--- config.mk ---
export PLATFORM = sky130hd
export DESIGN_NAME = mem_bridge_flat
export DESIGN_NICKNAME = d
export VERILOG_FILES = /design/src/rtl/mem_bridge_if.sv /design/src/rtl/mem_bridge.sv /design/src/flat_wrapper.sv
export SDC_FILE = /design/constraint.sdc
export NUM_CORES = 1
export LEC_CHECK = 0
export CORE_MARGIN = 2
export CORE_UTILIZATION = 40
export DETAILED_ROUTE_END_ITERATION = 8
export PLACE_DENSITY_LB_ADDON = 0.3
export REMOVE_ABC_BUFFERS = 1
export SKIP_CTS_REPAIR_TIMING = 1
export SYNTH_ARGS = -nofsm -noshare
export SYNTH_HDL_FRONTEND = slang
export SYNTH_SLANG_ARGS = --single-unit
--- constraint.sdc ---
create_clock -name clk -period 1.88 [get_ports clk]
set_input_delay 0.282 -clock clk [delete_from_list [all_inputs] [get_ports clk]]
set_output_delay 0.282 -clock clk [all_outputs]
set_load 0.02 [all_outputs]
--- src/rtl/mem_bridge_if.sv ---
// Control-side request/response and shared-memory bus signals of mem_bridge.
// slave is the bridge's view; master is the view of whatever drives control and bus.
interface mem_bridge_if #(
    parameter int unsigned ADDR_W = 32
);
    logic              mem_rd;
    logic              mem_wr;
    logic              IorD;
    logic [31:0]       pc;
    logic [31:0]       alu_out;
    logic [31:0]       wdata;
    logic              mem_busy;
    logic              mem_done;
    logic              mem_err;
    logic [31:0]       rdata;
    logic              bus_req;
    logic              bus_we;
    logic [ADDR_W-1:0] bus_addr;
    logic [31:0]       bus_wdata;
    logic              bus_ack;
    logic [31:0]       bus_rdata;

    modport slave (
        input  mem_rd, mem_wr, IorD, pc, alu_out, wdata, bus_ack, bus_rdata,
        output mem_busy, mem_done, mem_err, rdata, bus_req, bus_we, bus_addr, bus_wdata
    );

    modport master (
        output mem_rd, mem_wr, IorD, pc, alu_out, wdata, bus_ack, bus_rdata,
        input  mem_busy, mem_done, mem_err, rdata, bus_req, bus_we, bus_addr, bus_wdata
    );
endinterface

--- src/rtl/mem_bridge.sv ---
// Multicycle memory access unit: turns control-FSM level requests into one req/ack
// bus transaction with alignment and timeout checks, and returns a one-cycle done pulse.
module mem_bridge #(
    parameter int unsigned ADDR_W  = 32,
    parameter int unsigned TIMEOUT = 255
) (
    input  logic        clk,
    input  logic        rst_n,
    mem_bridge_if.slave mif
);
    localparam int unsigned CntW = (TIMEOUT > 1) ? $clog2(TIMEOUT) : 1;

    typedef enum logic [1:0] {StIdle, StReq, StDone} state_e;

    state_e              r_state, w_state;
    logic                r_busy, w_busy;
    logic                r_done, w_done;
    logic                r_err, w_err;
    logic                r_req, w_req;
    logic                r_we, w_we;
    logic [ADDR_W-1:0]   r_addr, w_addr;
    logic [31:0]         r_wdata, w_wdata;
    logic [31:0]         r_rdata, w_rdata;
    logic [CntW-1:0]     r_cnt, w_cnt;
    logic [31:0]         w_sel_addr;

    assign w_sel_addr = mif.IorD ? mif.alu_out : mif.pc;

    always_ff @(posedge clk or negedge rst_n) begin
        if (!rst_n) begin
            r_state <= StIdle;
            r_busy  <= 1'b0;
            r_done  <= 1'b0;
            r_err   <= 1'b0;
            r_req   <= 1'b0;
            r_we    <= 1'b0;
            r_addr  <= '0;
            r_wdata <= '0;
            r_rdata <= '0;
            r_cnt   <= '0;
        end else begin
            r_state <= w_state;
            r_busy  <= w_busy;
            r_done  <= w_done;
            r_err   <= w_err;
            r_req   <= w_req;
            r_we    <= w_we;
            r_addr  <= w_addr;
            r_wdata <= w_wdata;
            r_rdata <= w_rdata;
            r_cnt   <= w_cnt;
        end
    end

    // Output registers are loaded on the transition into a state, so each output
    // reflects the state it belongs to without any combinational decode.
    always_comb begin
        w_state = r_state;
        w_busy  = r_busy;
        w_done  = 1'b0;
        w_err   = 1'b0;
        w_req   = r_req;
        w_we    = r_we;
        w_addr  = r_addr;
        w_wdata = r_wdata;
        w_rdata = r_rdata;
        w_cnt   = r_cnt;
        unique case (r_state)
            StIdle: begin
                if (mif.mem_rd || mif.mem_wr) begin
                    if (w_sel_addr[1:0] != 2'b00) begin
                        w_state = StDone;
                        w_done  = 1'b1;
                        w_err   = 1'b1;
                    end else begin
                        w_state = StReq;
                        w_req   = 1'b1;
                        w_busy  = 1'b1;
                        w_we    = mif.mem_wr;
                        w_addr  = w_sel_addr[ADDR_W-1:0];
                        w_wdata = mif.wdata;
                        w_cnt   = '0;
                    end
                end
            end
            StReq: begin
                // Ack is tested first so a same-cycle ack beats the timeout.
                if (mif.bus_ack) begin
                    w_state = StDone;
                    w_req   = 1'b0;
                    w_busy  = 1'b0;
                    w_done  = 1'b1;
                    if (!r_we) w_rdata = mif.bus_rdata;
                end else if (r_cnt == CntW'(TIMEOUT - 1)) begin
                    w_state = StDone;
                    w_req   = 1'b0;
                    w_busy  = 1'b0;
                    w_done  = 1'b1;
                    w_err   = 1'b1;
                end else begin
                    w_cnt = r_cnt + 1'b1;
                end
            end
            StDone: w_state = StIdle;
            default: w_state = StIdle;
        endcase
    end

    assign mif.mem_busy  = r_busy;
    assign mif.mem_done  = r_done;
    assign mif.mem_err   = r_err;
    assign mif.rdata     = r_rdata;
    assign mif.bus_req   = r_req;
    assign mif.bus_we    = r_we;
    assign mif.bus_addr  = r_addr;
    assign mif.bus_wdata = r_wdata;
endmodule

--- src/flat_wrapper.sv ---
// flat-port wrapper written by rule: the top's interface ports become plain ports
module mem_bridge_flat 
#(
    parameter int unsigned ADDR_W  = 32,
    parameter int unsigned TIMEOUT = 255
)
  (clk, rst_n, mif_mem_rd, mif_mem_wr, mif_IorD, mif_pc, mif_alu_out, mif_wdata, mif_bus_ack, mif_bus_rdata, mif_mem_busy, mif_mem_done, mif_mem_err, mif_rdata, mif_bus_req, mif_bus_we, mif_bus_addr, mif_bus_wdata);
  mem_bridge_if #(.ADDR_W(ADDR_W)) mif_i ();
  input  logic clk;
  input  logic rst_n;
  input wire logic [$bits(mif_i.mem_rd)-1:0] mif_mem_rd;
  input wire logic [$bits(mif_i.mem_wr)-1:0] mif_mem_wr;
  input wire logic [$bits(mif_i.IorD)-1:0] mif_IorD;
  input wire logic [$bits(mif_i.pc)-1:0] mif_pc;
  input wire logic [$bits(mif_i.alu_out)-1:0] mif_alu_out;
  input wire logic [$bits(mif_i.wdata)-1:0] mif_wdata;
  input wire logic [$bits(mif_i.bus_ack)-1:0] mif_bus_ack;
  input wire logic [$bits(mif_i.bus_rdata)-1:0] mif_bus_rdata;
  output wire logic [$bits(mif_i.mem_busy)-1:0] mif_mem_busy;
  output wire logic [$bits(mif_i.mem_done)-1:0] mif_mem_done;
  output wire logic [$bits(mif_i.mem_err)-1:0] mif_mem_err;
  output wire logic [$bits(mif_i.rdata)-1:0] mif_rdata;
  output wire logic [$bits(mif_i.bus_req)-1:0] mif_bus_req;
  output wire logic [$bits(mif_i.bus_we)-1:0] mif_bus_we;
  output wire logic [$bits(mif_i.bus_addr)-1:0] mif_bus_addr;
  output wire logic [$bits(mif_i.bus_wdata)-1:0] mif_bus_wdata;
  assign mif_i.mem_rd = mif_mem_rd;
  assign mif_i.mem_wr = mif_mem_wr;
  assign mif_i.IorD = mif_IorD;
  assign mif_i.pc = mif_pc;
  assign mif_i.alu_out = mif_alu_out;
  assign mif_i.wdata = mif_wdata;
  assign mif_i.bus_ack = mif_bus_ack;
  assign mif_i.bus_rdata = mif_bus_rdata;
  assign mif_mem_busy = mif_i.mem_busy;
  assign mif_mem_done = mif_i.mem_done;
  assign mif_mem_err = mif_i.mem_err;
  assign mif_rdata = mif_i.rdata;
  assign mif_bus_req = mif_i.bus_req;
  assign mif_bus_we = mif_i.bus_we;
  assign mif_bus_addr = mif_i.bus_addr;
  assign mif_bus_wdata = mif_i.bus_wdata;
  mem_bridge #(.ADDR_W(ADDR_W), .TIMEOUT(TIMEOUT)) u_core (.clk(clk), .rst_n(rst_n), .mif(mif_i));
endmodule
Yosys cells after proc, flatten, opt, wreduce, memory -nomap -nowiden
Index checks and enable logic that the tools add are counted.
{ "word_totals": {"reg_bits": 110, "inputBits": 134, "output_inout_bits": 101, "word_cells": 51} }
{ "classes": {"n_addsub": 1, "n_eq_ne": 7, "n_mux": 23, "n_bitwise": 2, "n_reduce_logical": 9} }
{ "ops": {"columns": ["operator", "count"], "rows": [
  ["two-way mux 32 bit", 1],
  ["two-way mux 8 bit", 4],
  ["one-hot mux 8 bit (2 select lines)", 1],
  ["two-way mux 1 bit", 9],
  ["adder 8 x 1 -> 8 bit, second input constant", 1],
  ["== test 8 bit, second input constant", 1],
  ["two-way mux 2 bit", 4],
  ["inequality test 2 bit, second input constant", 3],
  ["one-hot mux 1 bit (2 select lines)", 3],
  ["AND reduction 3 bit", 2],
  ["AND reduction 5 bit", 1],
  ["one-hot mux 2 bit (2 select lines)", 1],
  ["AND reduction 4 bit", 1],
  ["nonzero test 2 bit", 2],
  ["inequality test 3 x 2 -> 1 bit, second input constant", 1],
  ["== test 2 x 1 -> 1 bit, second input constant", 1],
  ["zero test 2 bit", 1],
  ["inequality test 2 x 1 -> 1 bit, second input constant", 1],
  ["inverter 1 bit", 2],
  ["AND reduction 2 bit", 1],
  ["logical OR 1 bit", 1]
]} }

Logic depth before layout (Yosys ltp)
Gate-level depths: netlist of run 1.
{ "depth": {"depth_word": 5, "ltp_mapped": 6, "ltp_nobuf": 5} }

Worst setup path before layout of run 1
OpenSTA, ideal clock, no wires.
{ "synth_timing": {"path_type": "flip-flop to flip-flop", "from": "register u_core.r_state[1]", "to": "register u_core.r_cnt[5]", "setup_time_ps": 69, "t_arrival_ps": 1464, "required_time_ps": 1811, "slack_ps": 347, "stages_incl_launch_ff": 5, "path_buffers": 0, "period_less_slack_ps": 1533, "path_cell_list": "dfrtp_1 or3b_4 a41o_4 or3_1 nand3_1"} }
{ "synth_between": {"elab_chain_cells": 3, "elab_cells_between_ends": 9, "cone_classes": "5 x eq/ne; 1 x mux; 3 x reduce/logical"} }
{ "synth_rtl": {"columns": ["item", "line", "source"], "rows": [
  ["from (decl)", "mem_bridge.sv:15", "state_e r_state, w_state;"],
  ["from (signal assigned)", "mem_bridge.sv:31", "r_state <= StIdle;"],
  ["from (signal assigned)", "mem_bridge.sv:42", "r_state <= w_state;"],
  ["== test 2 x 1 -> 1 bit or zero test 2 bit (tied branches)", "mem_bridge.sv:68", "unique case (r_state)"],
  ["inequality test 2 bit (no line), or another cell as far along", null, null],
  ["AND reduction 5 bit (no line)", null, null],
  ["to (signal assigned)", "mem_bridge.sv:51", "r_cnt <= w_cnt;"],
  ["to (decl)", "mem_bridge.sv:24", "logic [CntW-1:0] r_cnt, w_cnt;"]
]} }
Several ways; a longest one is shown, not always the timed one.
A chain may end at the register's enable or synchronous reset.

Final worst setup path of run 1
{ "layout_timing": {"from": "register u_core.r_we (netlist: u_core.mif.bus_we)", "to": "output port mif_bus_we"} }
{ "layout_rtl": {"columns": ["item", "line", "source"], "rows": [
  ["from (decl)", "mem_bridge.sv:20", "logic r_we, w_we;"],
  ["from (signal assigned)", "mem_bridge.sv:47", "r_we <= w_we;"],
  ["to (decl)", "flat_wrapper.sv:24", "output wire logic [$bits(mif_i.bus_we)-1:0] mif_bus_we;"]
]} }
No word-level cell between the ends.

==> results.json, run 1 <==
{
  "cts_htree_levels": 3,
  "wl_per_cell_um": 16.37,
  "dieArea_um2": 12190,
  "cts_tree": "done",
  "ant_nets": 0,
  "initial_utilization_pct": 41.43,
  "path_buf_inv": 1,
  "critPathTopFamily": "buffers and inverters",
  "maxSlewHeadroom_pct": 66.19,
  "synth-seq-cells": 110,
  "r2r_slack_ns": 0.25,
  "powerDensity_nw_per_um2": 1484,
  "setup-violations-final": 0,
  "crit_type": "register to primary output",
  "crit_start": "u_core.mif.bus_we",
  "grt_overflow": 0,
  "clock_sinks": 110,
  "gp_congestion": 0.7941,
  "antenna_found_initial": 0,
  "status": "finished clean",
  "vias": 3534,
  "clock_latency_ns": 0.34,
  "coreArea_um2": 10940,
  "cp.required_ns": 1.60,
  "grt_max_degree": 66,
  "cp-end-kind": "primary output",
  "cap_violations": 0,
  "track_usage_pct": 19.68,
  "rsz0062_at_grt": "false",
  "syn_avg_cell_area_um2": 13.25,
  "synthFlopType": "dfrtp_1",
  "drt-initial-drc-count": 105,
  "gr-max-usage-layer": "met2",
  "ys_warn_count": 0,
  "async_reset_ff_share_pct": 100.0,
  "layout_min_cycle_time_ns": 1.689,
  "reg2reg_from": "u_core.r_state[1]",
  "ir_drop_mv": 0.7539,
  "gr-usage-met3_pct": 6.531,
  "insertedDiodeCount": 0,
  "yosys-top-cells-area": "dfrtp_1 (61%), mux2_2 (15%), mux2i_1 (6.6%), o21ai_0 (3.8%), nand2_1 (3.0%)",
  "drcViolationCount": 0,
  "syn_area_um2": 4531,
  "nNetsFinal": 711,
  "path_cells": "clkdlybuf4s50_1",
  "critPathArrivalTime_ns": 1.41,
  "postPlaceCellArea_um2": 7069,
  "synth.most_common_cell": "dfrtp_1",
  "final_util_pct": 67.31,
  "ys_seq_area_share_pct": 60.76,
  "use_met2_pct": 34.03,
  "r2r_cells": 4,
  "area_delta_synth_final_pct": 62.47,
  "skew_ns": 0.008941,
  "dp_hpwl_um": 9196,
  "cts_root_buf": "clkbuf_16",
  "rows": 38,
  "die_h_um": 110.4,
  "drive_above_1_share_pct": 15.89,
  "cp_num_cells": 1,
  "grt_first_pass_wirelength_um": 19300,
  "yosysTopAreaCellShare_pct": 60.76,
  "grt_pass1_vias": 3814,
  "fin_setup_tns_ns": 0,
  "synth_commonest_cells": "dfrtp_1 (110), mux2_2 (62), nand2_1 (36)",
  "synth_edf_count": 0,
  "ioPinCount": 235,
  "cpPeakStageDelay_ns": 0.65,
  "cp_max_fo": 3,
  "critPathLaunchType": "register",
  "drv_slew": 0,
  "firstDrtPassIters": 4,
  "syn_inst": 342,
  "clk_pin_slew_ns": 0.06,
  "max_freq_mhz": 592.2,
  "clockBufferDepth": 2,
  "drt_wl_total_um": 11770,
  "synth.distinct_cells": 34,
  "hold_class": "input port to async pin",
  "vias_per_cell": 4.915,
  "gr-usage-met1_pct": 22.49,
  "fillerInstances": 861,
  "port_buffers": 234,
  "worst_path_max_delay_cell": "clkdlybuf4s50_1",
  "tightest_slew_ns": 0.5072,
  "finalCritPeriodShare_pct": 89.82,
  "die_x_um": 110.4,
  "hold_viol": 0,
  "cts_made_buffers": 9,
  "postLayoutCellArea_um2": 7361,
  "synth_top_cell_by_area": "dfrtp_1",
  "p_leak_nw": 3.166
}
==> where the power goes <==
part           switching (mW)  internal [mW]  leakage, nW
registers               0.620           3.43         1.35
clock network           0.792           1.02        0.139
logic                    2.39           2.67         1.68
total                    3.80           7.12         3.17
==> path summary, 6_finish.rpt <==
kind,end
min in group clk,u_core.r_cnt[3]
max,mif_bus_we
max reg2reg,u_core.r_cnt[5]
max in group asynchronous,u_core.mif.bus_wdata[10]
min,u_core.r_cnt[4]
min reg2reg,u_core.r_cnt[3]
==> routing by layer <==
metal / vias up / share of wire (%)
met5: - / 0
met4: 0 / 2.8
met3: 25 / 9.5
met2: 187 / 49
met1: 1646 / 39
li1: 1676 / -
==> registers in the layout, indices dropped and copies added (netlist names) <==
register / cells
u_core.mif.bus_req: 1
u_core.r_state: 2
u_core.mif.mem_err: 1
u_core.mif.rdata: 32
u_core.mif.mem_done: 1
u_core.mif.bus_wdata: 32
u_core.mif.bus_we: 1
u_core.r_cnt: 8
u_core.mif.bus_addr: 32
==> per-stage QoR <==
step / setup WS (ns) / power [mW] / cells / hold slack, ns
finish: 0.1914 / 10.92 / 719 / 0.4499
global route: 0.1380 / 11.50 / 719 / 0.4951
CTS: 0.1704 / 11.05 / 718 / -0.08408
detailed placement: -0.02791 / 9.202 / 703 / 0.2719
global placement: -0.02013 / 9.046 / 703 / 0.2686
floorplan: -0.5046 / 6.314 / 323 / -0.01359
==> cell families (layout without fill, tap and decap cells) <==
| group | after synthesis | after routing | synth area share, % |
|---|---|---|---|
| AND/OR/NAND/NOR | 66 | 66 | 7.153 |
| adder cells (fa/ha/maj) | 2 | 2 | 0.5522 |
| AO/OA/AOI/OAI | 49 | 49 | 6.960 |
| buffers and inverters | 21 | 258 | 2.044 |
| multiplexers | 94 | 94 | 22.54 |
| flip-flops | 110 | 110 | 60.76 |
==> final cells by class <==
type	instances	area (µm²)	share of cell area [%]
sequential	110	2753	37.40
inverter	2	7.507	0.1020
tap	140	175.2	2.380
multi-input combinational	211	1692	22.98
timing repair buffer	241	2452	33.32
clock inverter	4	48.80	0.6629
clock buffer	11	232.7	3.162
==> cells in the final DEF (no fill, tap or decap), types with 2 or more instances in the layout <==
cell and instances:
o21ai_0 34, buf_4 2, nand2_1 36, and2_1 3, or2_2 2, nand4_1 4
clkdlybuf4s50_1 232, nor2_1 2, buf_12 5, a41oi_1 2, clkbuf_16 9, nand3_1 10
ha_1 2, mux2i_1 30, inv_1 2, dfrtp_1 110, mux2_1 2, clkbuf_1 2
a21oi_1 2, a31oi_1 3, or3_1 2, mux2_2 62, clkinv_2 2
Power figures use the tool's default switching activity.
==> run 2, diff against run 1 <==
--- a/config.mk
+++ b/config.mk
@@ -15,2 +15,3 @@
 export SYNTH_HDL_FRONTEND = slang
 export SYNTH_SLANG_ARGS = --single-unit
+export TNS_END_PERCENT = 20
==> constraint.sdc (replaced) <==
create_clock -name clk -period 1.88 [get_ports clk]
set_input_delay 0.376 -clock clk [delete_from_list [all_inputs] [get_ports clk]]
set_output_delay 0.376 -clock clk [all_outputs]
set_load 0.02 [all_outputs]
==> run 2 against run 1 <==
Compared with the run above: the run now ends with negative hold slack left; clock power up 4%; register-to-register slack gained 0.03 ns; fmax is 5.2% lower; cell count rose by 0.14%; clock skew decreased by 0.0027 ns; sequential power about the same; via count down 0.62%; power grew 0.74%; first-iteration DRC count grew 6.7%; global-route usage down 0.24 points; critical path depth unchanged; critical path type unchanged; critical endpoint unchanged.
==> results.json, run 2 (synthesis results as in run 1) <==
{
  "cts_root_buf": "clkbuf_16",
  "max_freq_mhz": 561.7,
  "postLayoutCellArea_um2": 7385,
  "cpPeakStageDelay_ns": 0.65,
  "clk_pin_slew_ns": 0.06,
  "skew_ns": 0.006247,
  "hold_slack_ns": -0.01056,
  "finalCritPeriodShare_pct": 94.70,
  "drv_slew": 0,
  "grt_pass1_vias": 3809,
  "layout_min_cycle_time_ns": 1.780,
  "port_buffers": 234,
  "fin_setup_tns_ns": 0,
  "clock_latency_ns": 0.34,
  "cts_made_buffers": 9,
  "status": "finished with violations",
  "r2r_cells": 4,
  "area_delta_synth_final_pct": 62.99,
  "drt-initial-drc-count": 112,
  "clockBufferDepth": 2,
  "cts_tree": "done",
  "net-switching-power_mw": 3.801,
  "critPathArrivalTime_ns": 1.40,
  "cp-end-kind": "primary output",
  "cap_violations": 0,
  "drcViolationCount": 0,
  "setup-violations-final": 0,
  "grt_first_pass_wirelength_um": 19090,
  "vias": 3512,
  "swShare_pct": 34.55,
  "dieArea_um2": 12190,
  "maxSlewHeadroom_pct": 67.34,
  "final_util_pct": 67.53,
  "die_x_um": 110.4,
  "critPathTopFamily": "buffers and inverters",
  "ioPinCount": 235,
  "cp_max_fo": 3,
  "insertedDiodeCount": 0,
  "grt_max_degree": 64,
  "die_h_um": 110.4,
  "rsz0062_at_grt": "false",
  "cp.required_ns": 1.50,
  "r2r_slack_ns": 0.28,
  "powerDensity_nw_per_um2": 1490,
  "hold_class": "input port to async pin",
  "critPathLaunchType": "register",
  "ir_drop_mv": 0.9098,
  "violations": "negative hold slack",
  "track_usage_pct": 19.44,
  "endpoint": "mif_bus_we",
  "final_cell_mix": "clkdlybuf4s50_1 (232), dfrtp_1 (110), mux2_2 (62)",
  "dp_hpwl_um": 9110,
  "wl_per_cell_um": 16.23,
  "clock_sinks": 110,
  "crit_type": "register to primary output",
  "power_mw": 11.00,
  "grt_overflow": 0,
  "hold_viol": 21,
  "drt_wl_total_um": 11690,
  "vias_per_cell": 4.878,
  "antenna_found_initial": 0,
  "drive_above_1_share_pct": 16.38,
  "postPlaceCellArea_um2": 7084,
  "reg2reg_from": "u_core.r_state[1]",
  "crit_start": "u_core.mif.bus_we",
  "rows": 38,
  "combinationalPowerShare_pct": 45.9,
  "clock_power_share_pct": 17.3,
  "firstDrtPassIters": 4,
  "nNetsFinal": 712,
  "tightest_slew_ns": 0.4900,
  "path_cells": "clkdlybuf4s50_1",
  "worst_path_max_delay_cell": "clkdlybuf4s50_1",
  "reg2reg_to": "u_core.r_cnt[4]",
  "ant_nets": 0,
  "power.internal_mw": 7.200,
  "path_buf_inv": 1,
  "seqPwrFrac_pct": 36.8,
  "final_common_cell": "clkdlybuf4s50_1",
  "p_leak_nw": 3.180,
  "cts_htree_levels": 3,
  "gp_congestion": 0.7679,
  "coreArea_um2": 10940,
  "initial_utilization_pct": 41.43,
  "cp_num_cells": 1
}
==> run 2: cell count changes in the layout (fill, tap and decap cells not counted) <==
cell	change
clkbuf_8	+2
dlygate4sd3_1	-1
clkinv_2	-1
buf_4	+2
clkbuf_1	-1
==> run 2: worst reg2reg max path, stage by stage, from the launching register on <==
cell     delay (ns)
dfrtp_1        0.40
or3b_4         0.44
a41oi_1        0.34
a31oi_1        0.15
a31oi_1        0.18
==> run 2: worst min path at each step <==
stage                     startpoint                      to  slack (ns)  cells past startpoint
final                          rst_n    u_core.mif.rdata[12]       -0.01                      1
after global routing           rst_n     u_core.mif.mem_done        0.02                      1
after CTS                      rst_n     u_core.mif.mem_done       0.005                      1
after detailed placement       rst_n     u_core.mif.rdata[2]        0.37                      1
after global placement         rst_n     u_core.mif.rdata[2]        0.36                      1
after floorplan                rst_n  u_core.mif.bus_addr[0]        0.08                      0
==> run 2: cell type report <==
cell class                 instances  area (µm²)
sequential                       110        2753
clock buffer                      12       256.5
inverter                           2       7.507
timing repair buffer             242        2457
fill                             851        3551
clock inverter                     3       43.79
tap                              140       175.2
multi-input combinational        211        1692
==> run 2: per-stage QoR <==
stage | worst slack [ns] | instances
6_report | 0.09970 | 720
5_1_grt | 0.05352 | 720
4_1_cts | 0.07313 | 720
3_5_place_dp | -0.1145 | 705
3_3_place_gp | -0.09341 | 705
2_1_floorplan | -0.5986 | 323
==> run 2: metal layers <==
| metal | routed length, µm | GRT usage, % | part of all wire [%] |
|---|---|---|---|
| met5 | 0 | 0 | 0 |
| met4 | 291 | 7.667 | 2.5 |
| met3 | 1161 | 6.970 | 9.9 |
| met2 | 5813 | 33.58 | 50 |
| met1 | 4423 | 21.94 | 38 |
==> run 2: power by group through the flow <==
stage | Sequential (mW) | Clock (mW) | Combinational [mW]
after global routing | 4.20 | 2.05 | 5.35
after CTS | 4.06 | 1.94 | 5.12
after global placement | 4.03 | 0 | 5.02
after floorplan | 5.28 | 0 | 1.03
after detailed placement | 4.08 | 0 | 5.11
final | 4.05 | 1.90 | 5.05
